### config.mk
export PLATFORM = sky130hd
export DESIGN_NAME = pwm_fade_multi
export DESIGN_NICKNAME = d
export VERILOG_FILES = /design/src/rtl/pwm_fade_multi.sv
export SDC_FILE = /design/constraint.sdc
export NUM_CORES = 2
export LEC_CHECK = 0
export CORE_MARGIN = 2
export CORE_UTILIZATION = 40
export CTS_CLUSTER_DIAMETER = 100
export CTS_CLUSTER_SIZE = 12
export DETAILED_ROUTE_END_ITERATION = 12
export PLACE_DENSITY_LB_ADDON = 0.15
export SYNTH_ARGS = -nofsm -noshare
export SYNTH_HDL_FRONTEND = slang
export SYNTH_SLANG_ARGS = --single-unit
### constraint.sdc
create_clock -name clk -period 19.95 [get_ports clk]
set_clock_uncertainty 0.2 [all_clocks]
set_input_delay 5.985 -clock clk [delete_from_list [all_inputs] [get_ports clk]]
set_output_delay 5.985 -clock clk [all_outputs]
set_load 0.05 [all_outputs]
### src/rtl/pwm_fade_multi.sv
// pwm_fade_multi: multi-channel PWM fade engine with one shared period counter.
// Ports:
//   clk, rst_n   clock, asynchronous active-low reset
//   start, stop  one-cycle pulses; start validates and latches config, stop returns to IDLE
//   mode         0 static, 1 breathe, 2 one-shot ramp-and-hold, 3 static
//   period, duty_min, duty_max, step, fade_div, phase_ofs  configuration, sampled on start only
//   pwm_out      registered PWM outputs, one per channel
//   busy         high in RUN or HOLD
//   done         one-cycle pulse on the wrap where one-shot reaches duty_max on every channel
//   cfg_err      sticky flag for a rejected start, cleared by a valid start
//   cnt_wrap     high during the last count of each period
module pwm_fade_multi #(
  parameter int N_CH  = 8,
  parameter int CNT_W = 16,
  parameter int DIV_W = 8
) (
  input  logic             clk,
  input  logic             rst_n,
  input  logic             start,
  input  logic             stop,
  input  logic [1:0]       mode,
  input  logic [CNT_W-1:0] period,
  input  logic [CNT_W-1:0] duty_min,
  input  logic [CNT_W-1:0] duty_max,
  input  logic [CNT_W-1:0] step,
  input  logic [DIV_W-1:0] fade_div,
  input  logic [CNT_W-1:0] phase_ofs,
  output logic [N_CH-1:0]  pwm_out,
  output logic             busy,
  output logic             done,
  output logic             cfg_err,
  output logic             cnt_wrap
);
  typedef enum logic [1:0] {IDLE, RUN, HOLD} state_t;
  localparam int EW = CNT_W + $clog2(N_CH) + 1;
  state_t           r_state;
  logic [CNT_W-1:0] r_cnt, r_period, r_min, r_max, r_step;
  logic [DIV_W-1:0] r_div, r_fdiv;
  logic [1:0]       r_mode;
  logic [CNT_W-1:0] r_duty [N_CH];
  logic [N_CH-1:0]  r_dir, r_pwm;
  logic             r_cfg_err;
  logic [CNT_W-1:0] w_nduty [N_CH];
  logic [CNT_W-1:0] w_init [N_CH];
  logic [N_CH-1:0]  w_ndir, w_init_dn, w_at_max;
  logic             w_busy, w_wrap, w_fade, w_valid;
  assign w_busy  = r_state != IDLE;
  assign w_wrap  = w_busy && (r_cnt == r_period - 1'b1);
  assign w_fade  = w_wrap && r_state == RUN && (r_mode == 2'd1 || r_mode == 2'd2) &&
                   (r_fdiv == '0 || r_div == r_fdiv - 1'b1);
  assign w_valid = period != '0 && duty_min <= duty_max;
  genvar k;
  generate
    for (k = 0; k < N_CH; k++) begin : g_ch
      logic [CNT_W:0] w_up_sum, w_dn_lim;
      logic [EW-1:0]  w_sum;
      logic           w_up_hit, w_dn_hit, w_down;
      assign w_up_sum    = {1'b0, r_duty[k]} + {1'b0, r_step};
      assign w_dn_lim    = {1'b0, r_min} + {1'b0, r_step};
      assign w_up_hit    = w_up_sum >= {1'b0, r_max};
      assign w_dn_hit    = {1'b0, r_duty[k]} <= w_dn_lim;
      // one-shot always applies the up rule even if the channel started at duty_max
      assign w_down      = r_dir[k] && r_mode == 2'd1;
      assign w_nduty[k]  = w_down ? (w_dn_hit ? r_min : r_duty[k] - r_step)
                                  : (w_up_hit ? r_max : w_up_sum[CNT_W-1:0]);
      assign w_ndir[k]   = w_down ? !w_dn_hit : w_up_hit;
      assign w_at_max[k] = w_nduty[k] == r_max;
      // widened so the stagger sum cannot wrap before it is clamped to duty_max
      assign w_sum        = EW'(duty_min) + EW'(phase_ofs) * EW'(k);
      assign w_init_dn[k] = w_sum >= EW'(duty_max);
      assign w_init[k]    = w_init_dn[k] ? duty_max : w_sum[CNT_W-1:0];
    end
  endgenerate
  assign pwm_out  = r_pwm;
  assign busy     = w_busy;
  assign cfg_err  = r_cfg_err;
  assign cnt_wrap = w_wrap;
  assign done     = w_fade && r_mode == 2'd2 && &w_at_max;
  always_ff @(posedge clk or negedge rst_n) begin
    if (!rst_n) begin
      r_state   <= IDLE;
      r_cnt     <= '0;
      r_div     <= '0;
      r_period  <= '0;
      r_min     <= '0;
      r_max     <= '0;
      r_step    <= '0;
      r_fdiv    <= '0;
      r_mode    <= '0;
      r_dir     <= '0;
      r_pwm     <= '0;
      r_cfg_err <= 1'b0;
      for (int i = 0; i < N_CH; i++) r_duty[i] <= '0;
    end else if (stop) begin
      r_state <= IDLE;
      r_pwm   <= '0;
    end else if (start && w_valid) begin
      r_state   <= RUN;
      r_cnt     <= '0;
      r_div     <= '0;
      r_period  <= period;
      r_min     <= duty_min;
      r_max     <= duty_max;
      r_step    <= step;
      r_fdiv    <= fade_div;
      r_mode    <= mode;
      r_dir     <= w_init_dn;
      r_pwm     <= '0;
      r_cfg_err <= 1'b0;
      for (int i = 0; i < N_CH; i++) r_duty[i] <= w_init[i];
    end else begin
      if (start) r_cfg_err <= 1'b1;
      if (w_busy) begin
        r_cnt <= w_wrap ? '0 : r_cnt + 1'b1;
        for (int i = 0; i < N_CH; i++) r_pwm[i] <= r_cnt < r_duty[i];
        if (w_wrap) r_div <= (r_fdiv == '0 || r_div == r_fdiv - 1'b1) ? '0 : r_div + 1'b1;
        if (w_fade) begin
          r_dir <= w_ndir;
          for (int i = 0; i < N_CH; i++) r_duty[i] <= w_nduty[i];
          if (r_mode == 2'd2 && &w_at_max) r_state <= HOLD;
        end
      end
    end
  end
endmodule

==> results.yml <==
sta:
  max_slew.worst_pin.slew_ps: 1673
  fmaxAchievable_ghz: 0.05546
  slew_viol_final: 10
  finalHoldViolations: 0
  finalCritPeriodShare_pct: 90.38
  setup_ws_ps: 1919
  fin_worst_hold_slack_ps: 262.1
  setup_repair_after_global_routing_missed_its_margin: "no"
  timing.slew.headroom_pct: -11.52
  setup_viol: 0
  timing.final.crit_period_ps: 18030
  final.setup.tns_ps: 0
clocking:
  holdBufCountCts: 0
  path_clk_slew_ps: 80
  clock_tree.buffer_depth: 3
  cts_repair_resize_count: 0
  cts_inserted_buffers: 34
  clock_latency_ps: 650
  ctsRootBufferMaster: "sky130_fd_sc_hd__clkbuf_16"
  post_cts_buffers: 0
  numClockSinks: 245
  tritoncts: "yes"
  h-tree-depth: 2
die:
  io_pins: 106
  std_cell_rows: 131
  core_region_area_sq_um: 128000
  chipWidth_um: 363.6
  fp.dieArea_sq_um: 132200
  start_util_pct: 40.41
  die_y_um: 363.6
flow_run:
  drv.max_cap_violation_count: 3
routing:
  detail_route.iter0.violations: 8220
  num_vias: 59140
  drc_errors: 0
  routed_via_density: 6.916
  ant_nets: 0
  post_detailed_route_wirelength_per_cell_um: 40.02
  finalWirelength_um: 342200
  drt_pass1_iterations: 8
global_route:
  grt_pass1_vias: 55910
  pin_count_of_the_biggest_net_entering_global_routing: 91
  grt_antenna_before_repair: 31
  global_route_wire_length_before_repair_um: 460300
  grt.total_usage_pct: 50.39
  grt_overflow: 0
critical_path:
  startpoint_type: "flop"
  critical_path.reg2reg.startpoint: "r_step[10]"
  reg2reg_setup_slack_ps: 9320
  rr_endpoint: "r_state[0]"
  endpoint_kind: "primary output"
  r2r_cells: 25
  critPathMaxFanout: 22
  worst_ep_required_time_ps: 13760
  timing.setup.critical_path_class: "flop to primary output"
  critical_path_arrival_ps: 11850
placement:
  place.gp.congestion: 1.172
  post_detail_place_hpwl_um: 277400
  port_buffers: 105
  post-place-ws_ps: 3507
finish:
  layout_common_cells: "sky130_fd_sc_hd__ha_1, sky130_fd_sc_hd__nand2_1, sky130_fd_sc_hd__a21oi_1"
  areaGrowthSynthToFinish_pct: 9.398
  mostFrequentLayoutCell: "sky130_fd_sc_hd__ha_1"
  drive_above_1_share_pct: 6.629
  layout.nets: 7853
yosys:
  async_flop_share_pct: 100.0
  post_synth.cell_area_avg_sq_um: 7.636
  synth.cell_area_sq_um: 51730
  synth_fp_nets: 7844
  synth-seq-cells: 245
  synth.yosys.warnings: 0
  synth_cell_type_count: 117
  synth-seq-area-share_pct: 11.85
  synth_enable_flop_cells: 0
  yosys_most_used_dff: "sky130_fd_sc_hd__dfrtp_1"
  syn-instance-count: 6775
status:
  outcome: "finished with violations"
  failed_checks: "max-capacitance violations, max-slew violations"
worst_hold_path:
  min_delay_worst_endpoint: "pwm_out[1]"
  worstHoldPathType: "flop to flop"
  holdPathStages: 2
  worst_hold_startpoint: "pwm_out[1]"
[Yosys cell counts (82+ instances only)]
cell type / instances / area [sq um]
sky130_fd_sc_hd__ha_1: 893 / 11170
sky130_fd_sc_hd__nand2_1: 576 / 2162
sky130_fd_sc_hd__a21oi_1: 530 / 2653
sky130_fd_sc_hd__nor2_1: 497 / 1866
sky130_fd_sc_hd__inv_1: 460 / 1727
sky130_fd_sc_hd__o21ai_0: 427 / 2137
sky130_fd_sc_hd__clkbuf_1: 303 / 1137
sky130_fd_sc_hd__xnor2_1: 294 / 2575
sky130_fd_sc_hd__dfrtp_1: 245 / 6131
sky130_fd_sc_hd__a21o_1: 244 / 1832
sky130_fd_sc_hd__nor3_1: 175 / 875.8
sky130_fd_sc_hd__a211oi_1: 174 / 1306
sky130_fd_sc_hd__nand3_1: 150 / 750.7
sky130_fd_sc_hd__mux2i_1: 141 / 1411
sky130_fd_sc_hd__nand2b_1: 96 / 600.6
sky130_fd_sc_hd__nor2b_1: 96 / 600.6
sky130_fd_sc_hd__xor2_1: 88 / 770.7
sky130_fd_sc_hd__fa_1: 82 / 1642
sky130_fd_sc_hd__o211ai_1: 82 / 615.6
[registers in the layout (all words and copies together) (netlist names)]
register	count
r_div	8
r_duty	128
cfg_err	1
r_dir	8
pwm_out	8
r_cnt	16
r_period	16
r_max	16
r_state	2
r_min	16
r_step	16
r_fdiv	8
r_mode	2
[critical path, stage by stage (launching register included)]
cell                              delay, ps
sky130_fd_sc_hd__dfrtp_1                700
sky130_fd_sc_hd__inv_1                  450
sky130_fd_sc_hd__ha_1                   660
sky130_fd_sc_hd__nand2b_1               180
sky130_fd_sc_hd__a221oi_1               120
sky130_fd_sc_hd__o221ai_1              1310
sky130_fd_sc_hd__o221ai_1               470
sky130_fd_sc_hd__xnor2_1                530
sky130_fd_sc_hd__ha_1                   210
sky130_fd_sc_hd__nand4_1                270
sky130_fd_sc_hd__nor4_1                1110
sky130_fd_sc_hd__nor3_1                 170
sky130_fd_sc_hd__o221ai_1               300
sky130_fd_sc_hd__nor2_1                  70
sky130_fd_sc_hd__buf_4                  240
sky130_fd_sc_hd__nand2_1                110
sky130_fd_sc_hd__o211ai_1               100
sky130_fd_sc_hd__o311ai_1               100
sky130_fd_sc_hd__buf_2                  260
sky130_fd_sc_hd__mux2i_1                900
sky130_fd_sc_hd__o21ai_0                290
sky130_fd_sc_hd__and4b_1                330
sky130_fd_sc_hd__nand4b_1               110
sky130_fd_sc_hd__nor4b_1                610
sky130_fd_sc_hd__and4_1                 620
sky130_fd_sc_hd__clkdlybuf4s50_1        920
[layout make-up]
| cell class | count | area, sq um |
|---|---|---|
| Fill cell | 13130 | 71410 |
| Clock buffer | 36 | 858.3 |
| Timing Repair Buffer | 317 | 2655 |
| Tap cell | 1729 | 2163 |
| Inverter | 471 | 1768 |
| Multi-Input combinational cell | 5715 | 42760 |
| Antenna cell | 19 | 47.55 |
| Sequential cell | 245 | 6131 |
| Clock inverter | 19 | 216.5 |
[per-layer routing]
layer | global-route usage, % | wire [um]
met1 | 58.96 | 125600
met2 | 74.81 | 140400
met3 | 14.68 | 38110
met4 | 44.76 | 38060
met5 | 0 | 72
[stage by stage]
step	util (%)	area (sq um)	std cells
floorplan	-	51730	6775
global placement	43.32	55450	8475
detailed placement	43.33	55460	8477
CTS	44.17	56540	8532
global route	44.18	56550	8534
finish	44.21	56600	8551
[worst max-delay path by stage]
stage	from	endpoint	slack [ps]	depth (start not counted)
2_1_floorplan	r_step[1]	done	6720	25
3_3_place_gp	r_step[0]	done	3470	26
3_5_place_dp	r_step[0]	done	3510	26
4_1_cts	r_step[5]	done	2770	26
5_1_grt	r_step[2]	done	2280	25
6_report	r_step[2]	done	1920	25
[logic make-up after synthesis]
logic type | Yosys count | synth area share [%]
simple gates | 2015 | 18.91
compound gates | 2140 | 27.65
xor+xnor | 395 | 7.019
mux | 187 | 3.737
buf+inv | 815 | 6.008
fa+ha+maj | 978 | 24.83
flops | 245 | 11.85
Power is left out: the tool's default activity adds up to more than one toggle a clock period on the data nets, which glitch-free logic cannot reach.
